[src/rtl/servant_mem_arbiter.sv]
// rtl/servant_mem_arbiter.sv - round-robin three-master Wishbone arbiter with bus-timeout watchdog
module servant_mem_arbiter #(
    parameter int TIMEOUT = 255,
    parameter int TW      = 8
) (
    input  logic        i_clk,
    input  logic        i_rst,
    input  logic        i_dbg_halt,
    input  logic [31:0] i_ibus_adr,
    input  logic        i_ibus_cyc,
    output logic [31:0] o_ibus_rdt,
    output logic        o_ibus_ack,
    input  logic [31:0] i_dbus_adr,
    input  logic [31:0] i_dbus_dat,
    input  logic [3:0]  i_dbus_sel,
    input  logic        i_dbus_we,
    input  logic        i_dbus_cyc,
    output logic [31:0] o_dbus_rdt,
    output logic        o_dbus_ack,
    input  logic [31:0] i_sbus_adr,
    input  logic [31:0] i_sbus_dat,
    input  logic [3:0]  i_sbus_sel,
    input  logic        i_sbus_we,
    input  logic        i_sbus_cyc,
    output logic [31:0] o_sbus_rdt,
    output logic        o_sbus_ack,
    output logic [31:0] o_mem_adr,
    output logic [31:0] o_mem_dat,
    output logic [3:0]  o_mem_sel,
    output logic        o_mem_we,
    output logic        o_mem_cyc,
    input  logic [31:0] i_mem_rdt,
    input  logic        i_mem_ack,
    output logic [2:0]  o_grant,
    output logic        o_timeout
);

    localparam logic STATE_IDLE = 1'b0;
    localparam logic STATE_BUSY = 1'b1;

    localparam logic          TO_EN    = (TIMEOUT > 0);
    localparam logic [TW-1:0] CNT_LAST = (TIMEOUT > 0) ? TW'(TIMEOUT - 1) : '0;

    logic          state_q, state_d;
    logic [2:0]    grant_q, grant_d;
    logic [2:0]    last_q, last_d;
    logic [TW-1:0] cnt_q, cnt_d;
    logic [2:0]    req;
    logic [2:0]    pick;
    logic          busy;
    logic          timeout_hit;
    logic          done;
    logic          data_ok;

    assign req = {i_sbus_cyc, i_dbus_cyc, i_ibus_cyc & ~i_dbg_halt};

    // First requester strictly after the last-granted master, cyclic ibus -> dbus -> sbus.
    always_comb begin
        pick = 3'b000;
        case (last_q)
            3'b001: begin
                if (req[1])      pick = 3'b010;
                else if (req[2]) pick = 3'b100;
                else if (req[0]) pick = 3'b001;
            end
            3'b010: begin
                if (req[2])      pick = 3'b100;
                else if (req[0]) pick = 3'b001;
                else if (req[1]) pick = 3'b010;
            end
            default: begin
                if (req[0])      pick = 3'b001;
                else if (req[1]) pick = 3'b010;
                else if (req[2]) pick = 3'b100;
            end
        endcase
    end

    assign busy        = (state_q == STATE_BUSY);
    assign timeout_hit = TO_EN & busy & ~i_mem_ack & (cnt_q == CNT_LAST) & ~i_rst;
    assign done        = busy & (i_mem_ack | timeout_hit) & ~i_rst;
    assign data_ok     = busy & i_mem_ack & ~i_rst;

    always_comb begin
        state_d = state_q;
        grant_d = grant_q;
        last_d  = last_q;
        cnt_d   = cnt_q;
        if (!busy) begin
            if (pick != 3'b000) begin
                state_d = STATE_BUSY;
                grant_d = pick;
                last_d  = pick;
                cnt_d   = '0;
            end
        end else if (done) begin
            state_d = STATE_IDLE;
            grant_d = 3'b000;
        end else begin
            cnt_d = cnt_q + 1'b1;
        end
    end

    always_ff @(posedge i_clk) begin
        if (i_rst) begin
            state_q <= STATE_IDLE;
            grant_q <= 3'b000;
            last_q  <= 3'b100;
            cnt_q   <= '0;
        end else begin
            state_q <= state_d;
            grant_q <= grant_d;
            last_q  <= last_d;
            cnt_q   <= cnt_d;
        end
    end

    // grant_q is zero in IDLE, so the slave outputs fall to zero there.
    always_comb begin
        o_mem_adr = 32'h0;
        o_mem_dat = 32'h0;
        o_mem_sel = 4'h0;
        o_mem_we  = 1'b0;
        if (grant_q[0]) begin
            o_mem_adr = i_ibus_adr;
            o_mem_sel = 4'hF;
        end else if (grant_q[1]) begin
            o_mem_adr = i_dbus_adr;
            o_mem_dat = i_dbus_dat;
            o_mem_sel = i_dbus_sel;
            o_mem_we  = i_dbus_we;
        end else if (grant_q[2]) begin
            o_mem_adr = i_sbus_adr;
            o_mem_dat = i_sbus_dat;
            o_mem_sel = i_sbus_sel;
            o_mem_we  = i_sbus_we;
        end
    end

    assign o_mem_cyc  = busy;
    assign o_grant    = grant_q;
    assign o_timeout  = timeout_hit;

    assign o_ibus_ack = done & grant_q[0];
    assign o_dbus_ack = done & grant_q[1];
    assign o_sbus_ack = done & grant_q[2];

    assign o_ibus_rdt = (data_ok & grant_q[0]) ? i_mem_rdt : 32'h0;
    assign o_dbus_rdt = (data_ok & grant_q[1]) ? i_mem_rdt : 32'h0;
    assign o_sbus_rdt = (data_ok & grant_q[2]) ? i_mem_rdt : 32'h0;

endmodule

[config.mk]
export PLATFORM = sky130hd
export DESIGN_NAME = servant_mem_arbiter
export DESIGN_NICKNAME = d
export VERILOG_FILES = /design/src/rtl/servant_mem_arbiter.sv
export SDC_FILE = /design/constraint.sdc
export NUM_CORES = 1
export LEC_CHECK = 0
export ABC_CLOCK_PERIOD_IN_PS = 1700
export BUFFER_PORTS_ARGS = -buffer_cell sky130_fd_sc_hd__buf_2
export CORE_AREA = 2 2 149 151
export CTS_BUF_LIST = sky130_fd_sc_hd__clkbuf_4 sky130_fd_sc_hd__clkbuf_8
export DETAILED_ROUTE_END_ITERATION = 10
export DIE_AREA = 0 0 151 153
export PLACE_DENSITY = 0.44
export SKIP_CTS_REPAIR_TIMING = 1
export SKIP_LAST_GASP = 1
export SYNTH_ARGS = -nofsm -noshare
export SYNTH_HDL_FRONTEND = slang
export SYNTH_SLANG_ARGS = --single-unit
[constraint.sdc]
create_clock -name i_clk -period 1.7 [get_ports i_clk]
set_input_delay 0.255 -clock i_clk [delete_from_list [all_inputs] [get_ports i_clk]]
set_output_delay 0.255 -clock i_clk [all_outputs]
set_load 0.005 [all_outputs]
## After elaboration in Yosys (flattened, before gate mapping)

Cells that the tools add are included.
Widths: inputs -> output; s select.

| operators by class | value |
|---|---|
| add/subtract/negate cells | 1 |
| equality and inequality tests | 5 |
| multiplexer cells | 34 |
| bitwise logic cells | 19 |
| reductions and logical operators | 5 |

Operator list:

| kind | number |
|---|---|
| $mux 32 | 9 |
| $mux 3 | 9 |
| $mux 8 | 3 |
| $and 1x1->1 | 14 |
| $mux 4 | 3 |
| $add 8x1->8 const B | 1 |
| $eq 8x8->1 const B | 1 |
| $mux 1 | 7 |
| $pmux 3 s2 | 1 |
| $reduce_and 2->1 | 3 |
| $mux 2 | 2 |
| $not 1->1 | 4 |
| $eq 3x1->1 const B | 1 |
| $eq 3x2->1 const B | 1 |
| $reduce_bool 3->1 | 1 |
| $ne 2x1->1 const B | 1 |
| $ne 2x2->1 const B | 1 |
| $reduce_bool 2->1 | 1 |
| $or 1x1->1 | 1 |

| word-level totals | value |
|---|---|
| flip-flop bits (word level) | 15 |
| bits of input ports | 209 |
| output and inout bits | 173 |
| logic and storage cells | 68 |

## Depth between registers and ports, before layout

Gate-level depths: netlist of the first run.

| depth | value |
|---|---|
| word-level depth | 9 |
| mapped depth | 7 |
| mapped depth without buffers | 6 |

## Least setup slack after synthesis of the first run

No wires, ideal clock.

| timing path | value |
|---|---|
| kind | reg2reg |
| from | reg cnt_q[0] |
| to | reg cnt_q[6] |
| setup time | 120 ps |
| data arrival time | 1423 ps |
| required time | 1580 ps |
| slack | 157 ps |
| cell stages (with the launch flop) | 7 |
| path buffers | 0 |
| clock period less this slack | 1543 ps |
| cell sequence | dfxtp_1 > inv_1 > ha_1 > nand3_1 > o211ai_4 > and3_4 > a211o_1 |

| on the way | value |
|---|---|
| cells in the longest elaborated chain, start to end | 8 |
| elaborated cells on any way between the ends | 11 |
| those cells by class | add/sub: 1; eq/ne: 2; mux: 2; bitwise: 5; reduce/logical: 1 |

RTL lines:

| element | line | source |
|---|---|---|
| start: declaration | 47 | `logic [TW-1:0] cnt_q, cnt_d;` |
| start signal: assignment | 114 | `cnt_q <= cnt_d;` |
| $eq 8x8->1 | 80 | `assign timeout_hit = TO_EN & busy & ~i_mem_ack & (cnt_q == CNT_LAST) & ~i_rst;` |
| $and 1x1->1 (2 in series) | 80 |  |
| $or 1x1->1 | 81 | `assign done = busy & (i_mem_ack \| timeout_hit) & ~i_rst;` |
| $and 1x1->1 (2 in series) | 81 |  |
| $ne 2x2->1 (no source line) | n/a |  |
| $reduce_and 2->1 (no source line) | n/a |  |

Several ways; a longest one is shown, not always the timed one. The select of a mux whose other input is x is not followed.
A chain may end at the register's enable or synchronous reset.

## Worst setup path in the final report of the first run

| timing path | value |
|---|---|
| from | reg grant_q[1], in the netlist o_grant[1] |
| to | out o_mem_adr[27] |

| on the way | value |
|---|---|
| cells in the longest elaborated chain, start to end | 2 |

RTL lines:

| element | line | source |
|---|---|---|
| start: declaration | 45 | `logic [2:0] grant_q, grant_d;` |
| start signal: assignment | 112 | `grant_q <= grant_d;` |
| $mux 32 | 127 | `end else if (grant_q[1]) begin` |
| $mux 32 | 124 | `if (grant_q[0]) begin` |
| end: declaration | 27 | `output logic [31:0] o_mem_adr,` |

Every way passes these cells.

==> impl_metrics.env, run 1 <==
export IMPL_grt_pass1_wl_um=21300
export IMPL_pwr_share_comb_pct=60.5
export IMPL_period_share_pct=102
export IMPL_setup_ws_ps=-42.4
export IMPL_layout_drive_gt1_share_pct=66.7
export IMPL_relSlewSlack_pct=73.4
export IMPL_io_pins=382
export IMPL_post_dp_hpwl_um=12400
export IMPL_hp_class="in2reg"
export IMPL_avgRoutedWirePerCell_um=16.2
export IMPL_setup_tns_ps=-295
export IMPL_maxSlewViolCount=0
export IMPL_crit_path_start_kind="flop"
export IMPL_reg2reg_slack_ps=180
export IMPL_die_area_um2=23100
export IMPL_whs_path_depth=2
export IMPL_via_count=4569
export IMPL_power_frac_seq_pct=22.2
export IMPL_p_switching_mw=0.628
export IMPL_max_clock_freq_mhz=574
export IMPL_htreeDepth=1
export IMPL_grt_max_degree=55
export IMPL_wirelength_um=17600
export IMPL_hold_path_end="last_q[1]"
export IMPL_drc=0
export IMPL_coreArea_um2=21500
export IMPL_setup_viol=17
export IMPL_die_h_um=153
export IMPL_syn_to_final_growth_pct=136
export IMPL_power_total_mw=1.73
export IMPL_dp_worst_setup_slack_ps=138
export IMPL_p_leak_nw=3.23
export IMPL_cts_buffer_depth=2
export IMPL_tightest_slew_ps=395
export IMPL_syn_nets=610
export IMPL_wl_met3_um=1110
export IMPL_cp_required_ps=1440
export IMPL_clock_power_share_pct=17.3
export IMPL_avgSynthCellArea_um2=6.48
export IMPL_end_kind="output pin"
export IMPL_grt_pass1_vias=3930
export IMPL_cap_violations=0
export IMPL_powerDensity_nw_per_um2=284
export IMPL_ys_ff_latch=15
export IMPL_violations="negative setup slack"
export IMPL_multi_input_area_um2=2380
export IMPL_holdWs_ps=324
export IMPL_fill_cells=2365
export IMPL_clkSlewWorstSetupHoldPaths_ps=60
export IMPL_regArea_um2=313
export IMPL_drt_iter0_markers=245
export IMPL_critPathKind="reg2out"
export IMPL_initial_core_util_pct=12.0
export IMPL_final_area_um2=6110
export IMPL_first_pass_iters=4
export IMPL_arrival_ps=1490
export IMPL_grt_remaining_overflow=0
export IMPL_swShare_pct=36.2
export IMPL_cts_tree="done"
export IMPL_highest_layer="met4"
export IMPL_place_area_um2=5030
export IMPL_intPower_mw=1.11
export IMPL_ys_types=44
export IMPL_synth_area_leaders="and2_1, a22oi_1, dfxtp_1, o21ai_0, nand2_1"
export IMPL_rsz0062_at_grt="true"
export IMPL_fin_util_pct=28.4
export IMPL_peakVddDrop_uv=335
export IMPL_yosys_warnings=0
export IMPL_numCtsBuffers=3
export IMPL_yosys_area_top_type_share_pct=23.2
export IMPL_routed_via_density=4.21
export IMPL_final_net_count=1017
export IMPL_wl_met2_um=8950
export IMPL_crit_chain="nor2b_4 > buf_6 > clkbuf_16 > a22oi_2 > o21ai_1 > buf_2"
export IMPL_synthCells=399
export IMPL_antenna_found_initial=1
export IMPL_wl_met1_um=7440
export IMPL_status="complete, but fails checks"
export IMPL_dp_cells=1056
export IMPL_clock_sinks=15
export IMPL_finalNonFillerCells=1086
export IMPL_gp_congestion=0.836
export IMPL_ctsRootBufferMaster="clkbuf_8"
export IMPL_dieWidth_um=151
export IMPL_cpMaxStageDelayCell="dfxtp_4"
export IMPL_port_buffers=381
export IMPL_yosysTopAreaCell="and2_1"
export IMPL_crit_fanout=8
export IMPL_rows=54
export IMPL_clk_insertion_delay_late_ps=240
export IMPL_r2r_cells=8
export IMPL_finClkSkew_ps=2.22
export IMPL_min_from="i_dbus_cyc"
export IMPL_rr_startpoint="cnt_q[0]"
export IMPL_hold_viol=0
export IMPL_grt_use_total_pct=11.4
export IMPL_seq_area_frac_synth_pct=11.6
export IMPL_synth_area_um2=2580
export IMPL_min_period_ps=1740
export IMPL_antenna_left=0
export IMPL_slowest_delay_ps=360
export IMPL_r2r_end="o_grant[1]"
## registers in the layout, summed over array words and instances, names as in the netlist
register / cells
cnt_q: 8
last_q: 3
o_grant: 3
o_mem_cyc: 1
## power groups by stage
stage / Combinational, mW / Clock (mW) / Sequential (mW)
after floorplan: 0.337 / 0 / 0.385
after global placement: 0.893 / 0 / 0.390
after detailed placement: 0.889 / 0 / 0.390
after CTS: 0.893 / 0.313 / 0.382
after global routing: 1.15 / 0.328 / 0.388
final: 1.05 / 0.299 / 0.386
## cell type report
class	count	share of cell area, %
inverter	5	0.307
sequential	15	5.12
tap	280	5.74
antenna	1	0.0410
timing repair buffer	438	49.1
clock buffer	4	0.799
multi-input combinational	343	38.9
## routing by layer
metal / vias up / global-route usage [%]
met5: - / 0
met4: 0 / 1.69
met3: 12 / 1.13
met2: 186 / 21.5
met1: 2121 / 14.2
li1: 2250 / -
## worst max-delay path, delay by kind of cell, from the launching register on
kind | cells | cell delay [ps]
buffers and inverters | 3 | 480
AND/OR/NAND/NOR | 1 | 210
AO/OA/AOI/OAI | 2 | 170
flip-flops | 1 | 360
## cell usage in the layout (no fill, tap or decap), drive strengths merged, types with 2 or more instances in the layout
cell type and count:
a211o 3, a21o 3, a21oi 5, a221o 4, a22oi 65, a32o 4
and2 96, and3 9, buf 430, clkbuf 12, dfxtp 15, ha 2
inv 5, nand2 40, nand2b 3, nand3 6, nand4 2, nor2 40
nor2b 2, nor3 5, nor3b 3, o21ai 37, o311ai 2
## synth_stat cells (all sizes together)
cell type / count
a211o: 3
a211oi: 1
a21o: 3
a21oi: 5
a221o: 4
a22oi: 65
a32o: 4
a41oi: 1
and2: 96
and2b: 1
and3: 7
and4: 1
buf: 12
clkbuf: 26
dfxtp: 15
ha: 2
inv: 5
mux2i: 1
nand2: 40
nand2b: 3
nand3: 6
nand4: 2
nor2: 40
nor2b: 2
nor3: 5
nor3b: 3
nor4bb: 1
o211ai: 1
o21ai: 37
o2bb2ai: 1
o311ai: 2
o31ai: 1
o41ai: 1
or2b: 1
or3: 1
## cell families after synthesis
kind of cell,share of synthesized area (%)
AND/OR/NAND/NOR,43.8
AO/OA/AOI/OAI,35.7
buffers and inverters,7.51
flip-flops,11.6
adder cells (fa/ha/maj),0.968
multiplexers,0.387
## how the worst max path moves through the flow
stage,startpoint,to,slack [ps],cells past startpoint
finish,o_grant[1],o_mem_adr[27],-40,6
global route,o_grant[2],o_mem_adr[3],-130,6
CTS,cnt_q[0],o_sbus_ack,-140,6
detailed placement,cnt_q[0],o_grant[1],140,7
global placement,cnt_q[0],cnt_q[4],140,7
floorplan,cnt_q[0],cnt_q[6],160,6
Note: power is estimated with default switching activity, not from simulation.
==> run 2, diff against run 1 <==
--- a/config.mk
+++ b/config.mk
@@ -5,12 +5,14 @@
 export SDC_FILE = /design/constraint.sdc
 export NUM_CORES = 1
 export LEC_CHECK = 0
+export ABC_AREA = 1
 export ABC_CLOCK_PERIOD_IN_PS = 1700
 export BUFFER_PORTS_ARGS = -buffer_cell sky130_fd_sc_hd__buf_2
-export CORE_AREA = 2 2 149 151
+export CORE_AREA = 2 2 148 150
 export CTS_BUF_LIST = sky130_fd_sc_hd__clkbuf_4 sky130_fd_sc_hd__clkbuf_8
 export DETAILED_ROUTE_END_ITERATION = 10
-export DIE_AREA = 0 0 151 153
+export DIE_AREA = 0 0 150 152
+export GPL_TIMING_DRIVEN = 0
 export PLACE_DENSITY = 0.44
 export SKIP_CTS_REPAIR_TIMING = 1
 export SKIP_LAST_GASP = 1
==> run 2 against run 1 <==
Net effect: the run still ends with negative setup slack left; clock skew up 1.0 ps; area after synthesis down 0.97%; sequential power about the same; fmax is 6.3% lower; utilization grew 1.1 points; critical path depth grew 1; final area up 3.1%; die area shrank 1.3%; combinational power increased by 25%; largest power group unchanged; clock-buffer cell count unchanged.
==> impl_metrics.env, run 2 <==
export IMPL_pwr_share_comb_pct=65.3
export IMPL_ctsRootBufferMaster="clkbuf_8"
export IMPL_period_share_pct=109
export IMPL_antenna_cells=0
export IMPL_maxSlewViolCount=0
export IMPL_max_clock_freq_mhz=538
export IMPL_cts_tree="done"
export IMPL_htreeDepth=1
export IMPL_most_common_layout_cells="buf_2, nand2_1, nor2_4, inv_1, nor2_2"
export IMPL_clock_power_share_pct=15.5
export IMPL_crit_chain="buf_12 > nor2_4 > buf_6 > buf_8 > a22oi_1 > o21ai_0 > buf_2"
export IMPL_tightest_slew_ps=311
export IMPL_arrival_ps=1600
export IMPL_seq_area_frac_synth_pct=11.7
export IMPL_relSlewSlack_pct=79.2
export IMPL_power_frac_seq_pct=19.3
export IMPL_rows=54
export IMPL_hold_viol=0
export IMPL_final_common_cell="buf_2"
export IMPL_cts_buffer_depth=2
export IMPL_drc=0
export IMPL_cp_required_ps=1440
export IMPL_grt_remaining_overflow=0
export IMPL_crit_path_start="o_grant[1]"
export IMPL_antenna_found_initial=0
export IMPL_final_net_count=1126
export IMPL_die_area_um2=22800
export IMPL_violations="negative setup slack"
export IMPL_first_pass_iters=4
export IMPL_wl_met2_um=9740
export IMPL_p_leak_nw=3.39
export IMPL_status="complete, but fails checks"
export IMPL_avgSynthCellArea_um2=5.12
export IMPL_drt_iter0_markers=206
export IMPL_r2r_cells=11
export IMPL_path_buf_inv=4
export IMPL_rr_startpoint="cnt_q[0]"
export IMPL_regMostFlops="cnt_q"
export IMPL_grt_pass1_wl_um=26400
export IMPL_antenna_left=0
export IMPL_p_switching_mw=0.848
export IMPL_port_buffers=380
export IMPL_clk_insertion_delay_late_ps=250
export IMPL_synth_commonest_cells="nand2_1, nor2_1, inv_1, a21oi_1, a22oi_1"
export IMPL_wirelength_um=20000
export IMPL_setup_viol=136
export IMPL_finClkSkew_ps=3.23
export IMPL_min_from="i_rst"
export IMPL_avgRoutedWirePerCell_um=16.8
export IMPL_swShare_pct=42.4
export IMPL_synth_ff_type="dfxtp_1"
export IMPL_finalNonFillerCells=1194
export IMPL_slowest_delay_ps=350
export IMPL_ys_ff_latch=15
export IMPL_cap_violations=0
export IMPL_intPower_mw=1.15
export IMPL_coreArea_um2=21400
export IMPL_post_dp_hpwl_um=15800
export IMPL_grt_use_total_pct=15.1
export IMPL_gp_congestion=0.837
export IMPL_dp_cells=1160
export IMPL_die_h_um=152
export IMPL_via_count=4894
export IMPL_rsz0062_at_grt="true"
export IMPL_dieWidth_um=150
export IMPL_hold_path_end="o_mem_cyc"
export IMPL_reg2reg_slack_ps=90
export IMPL_crit_path_start_kind="flop"
export IMPL_synth_edf_count=0
export IMPL_end_kind="output pin"
export IMPL_highest_layer="met4"
export IMPL_syn_to_final_growth_pct=146
export IMPL_hp_class="in2reg"
export IMPL_critPathKind="reg2out"
export IMPL_synth_most_common_cell="nand2_1"
export IMPL_whs_path_depth=2
export IMPL_io_pins=382
export IMPL_synth_area_leaders="nand2_1, nor2_1, dfxtp_1, a22oi_1, a21oi_1"
export IMPL_clock_sinks=15
export IMPL_crit_fanout=10
export IMPL_clkSlewWorstSetupHoldPaths_ps=60
export IMPL_initial_core_util_pct=12.0
export IMPL_grt_pass1_vias=4324
export IMPL_wl_met3_um=2070
export IMPL_dp_worst_setup_slack_ps=-798
export IMPL_r2r_end="cnt_q[0]"
export IMPL_peakVddDrop_uv=199
export IMPL_synthCells=500
export IMPL_setup_ws_ps=-159
export IMPL_synth_area_um2=2560
export IMPL_wl_met1_um=8070
export IMPL_yosysTopAreaCell="nand2_1"
export IMPL_min_period_ps=1860
export IMPL_grt_max_degree=11
export IMPL_powerDensity_nw_per_um2=318
export IMPL_cpMaxStageDelayCell="dfxtp_4"
export IMPL_async_flop_share_pct=0
export IMPL_layout_drive_gt1_share_pct=65.6
export IMPL_ys_types=30
export IMPL_routed_via_density=4.10
export IMPL_yosys_area_top_type_share_pct=19.8
export IMPL_yosys_warnings=0
export IMPL_syn_nets=711
export IMPL_numCtsBuffers=3
export IMPL_largest_reg_flops=8
export IMPL_path_delay_family="buffers and inverters"
run 2: cells by family (layout without fill, tap and decap cells):
family                   Yosys count  count (layout)  share of synthesized area [%]
AO/OA/AOI/OAI                    114             114                           25.9
AND/OR/NAND/NOR                  278             278                           46.4
flip-flops                        15              15                           11.7
XOR/XNOR                           1               1                          0.342
adder cells (fa/ha/maj)            2               2                          0.978
buffers and inverters             90             504                           14.6
run 2: power groups by stage:
stage / Sequential (mW) / Combinational (mW) / Clock [mW]
after floorplan: 0.388 / 0.439 / 0
after global placement: 0.394 / 1.03 / 0
after detailed placement: 0.395 / 1.03 / 0
after CTS: 0.387 / 1.03 / 0.321
after global routing: 0.388 / 1.42 / 0.343
final: 0.385 / 1.31 / 0.309
run 2: per-stage QoR:
| step | setup TNS (ps) | cell area, um2 | power, mW | hold WS [ps] | utilization [%] |
|---|---|---|---|---|---|
| floorplan | 0 | 2560 | 0.827 | 443 | - |
| global placement | -39620 | 4810 | 1.42 | 461 | 22.5 |
| detailed placement | -39540 | 4810 | 1.42 | 463 | 22.5 |
| CTS | -84370 | 4860 | 1.74 | 240 | 22.8 |
| global route | -18000 | 6300 | 2.15 | 239 | 29.5 |
| finish | -6690 | 6300 | 2.00 | 235 | 29.5 |
run 2: worst max path at each step:
stage,depth (start not counted),slack (ps),end
after CTS,5,-1070,o_mem_dat[21]
after floorplan,6,230,o_mem_dat[15]
final,7,-160,o_mem_adr[15]
after global placement,5,-800,o_mem_dat[21]
after detailed placement,5,-800,o_mem_dat[21]
after global routing,7,-220,o_mem_adr[10]
run 2: routing by layer:
layer | global-route usage, % | up-vias
li1 | - | 2440
met1 | 18.7 | 2230
met2 | 26.1 | 214
met3 | 5.32 | 10
met4 | 0.943 | 0
met5 | 0 | -
run 2: area by class of cell:
cell class                 instances  area, um2
buffer                            37        427
clock buffer                       4       48.8
fill                            2419      15100
inverter                          53        221
multi-input combinational        395       2530
sequential                        15        312
tap                              280        350
timing repair buffer             410       2400
run 2: worst reg2reg max path, stage by stage (launching register included):
cell and delay, ps:
dfxtp_2 330, inv_2 80, ha_4 130, nand2_2 50, nor2_4 100, nand3_4 80, buf_4 150, nand3_4 70
nand4_4 200, nor2_4 220, nand2_1 70, nand2_1 60
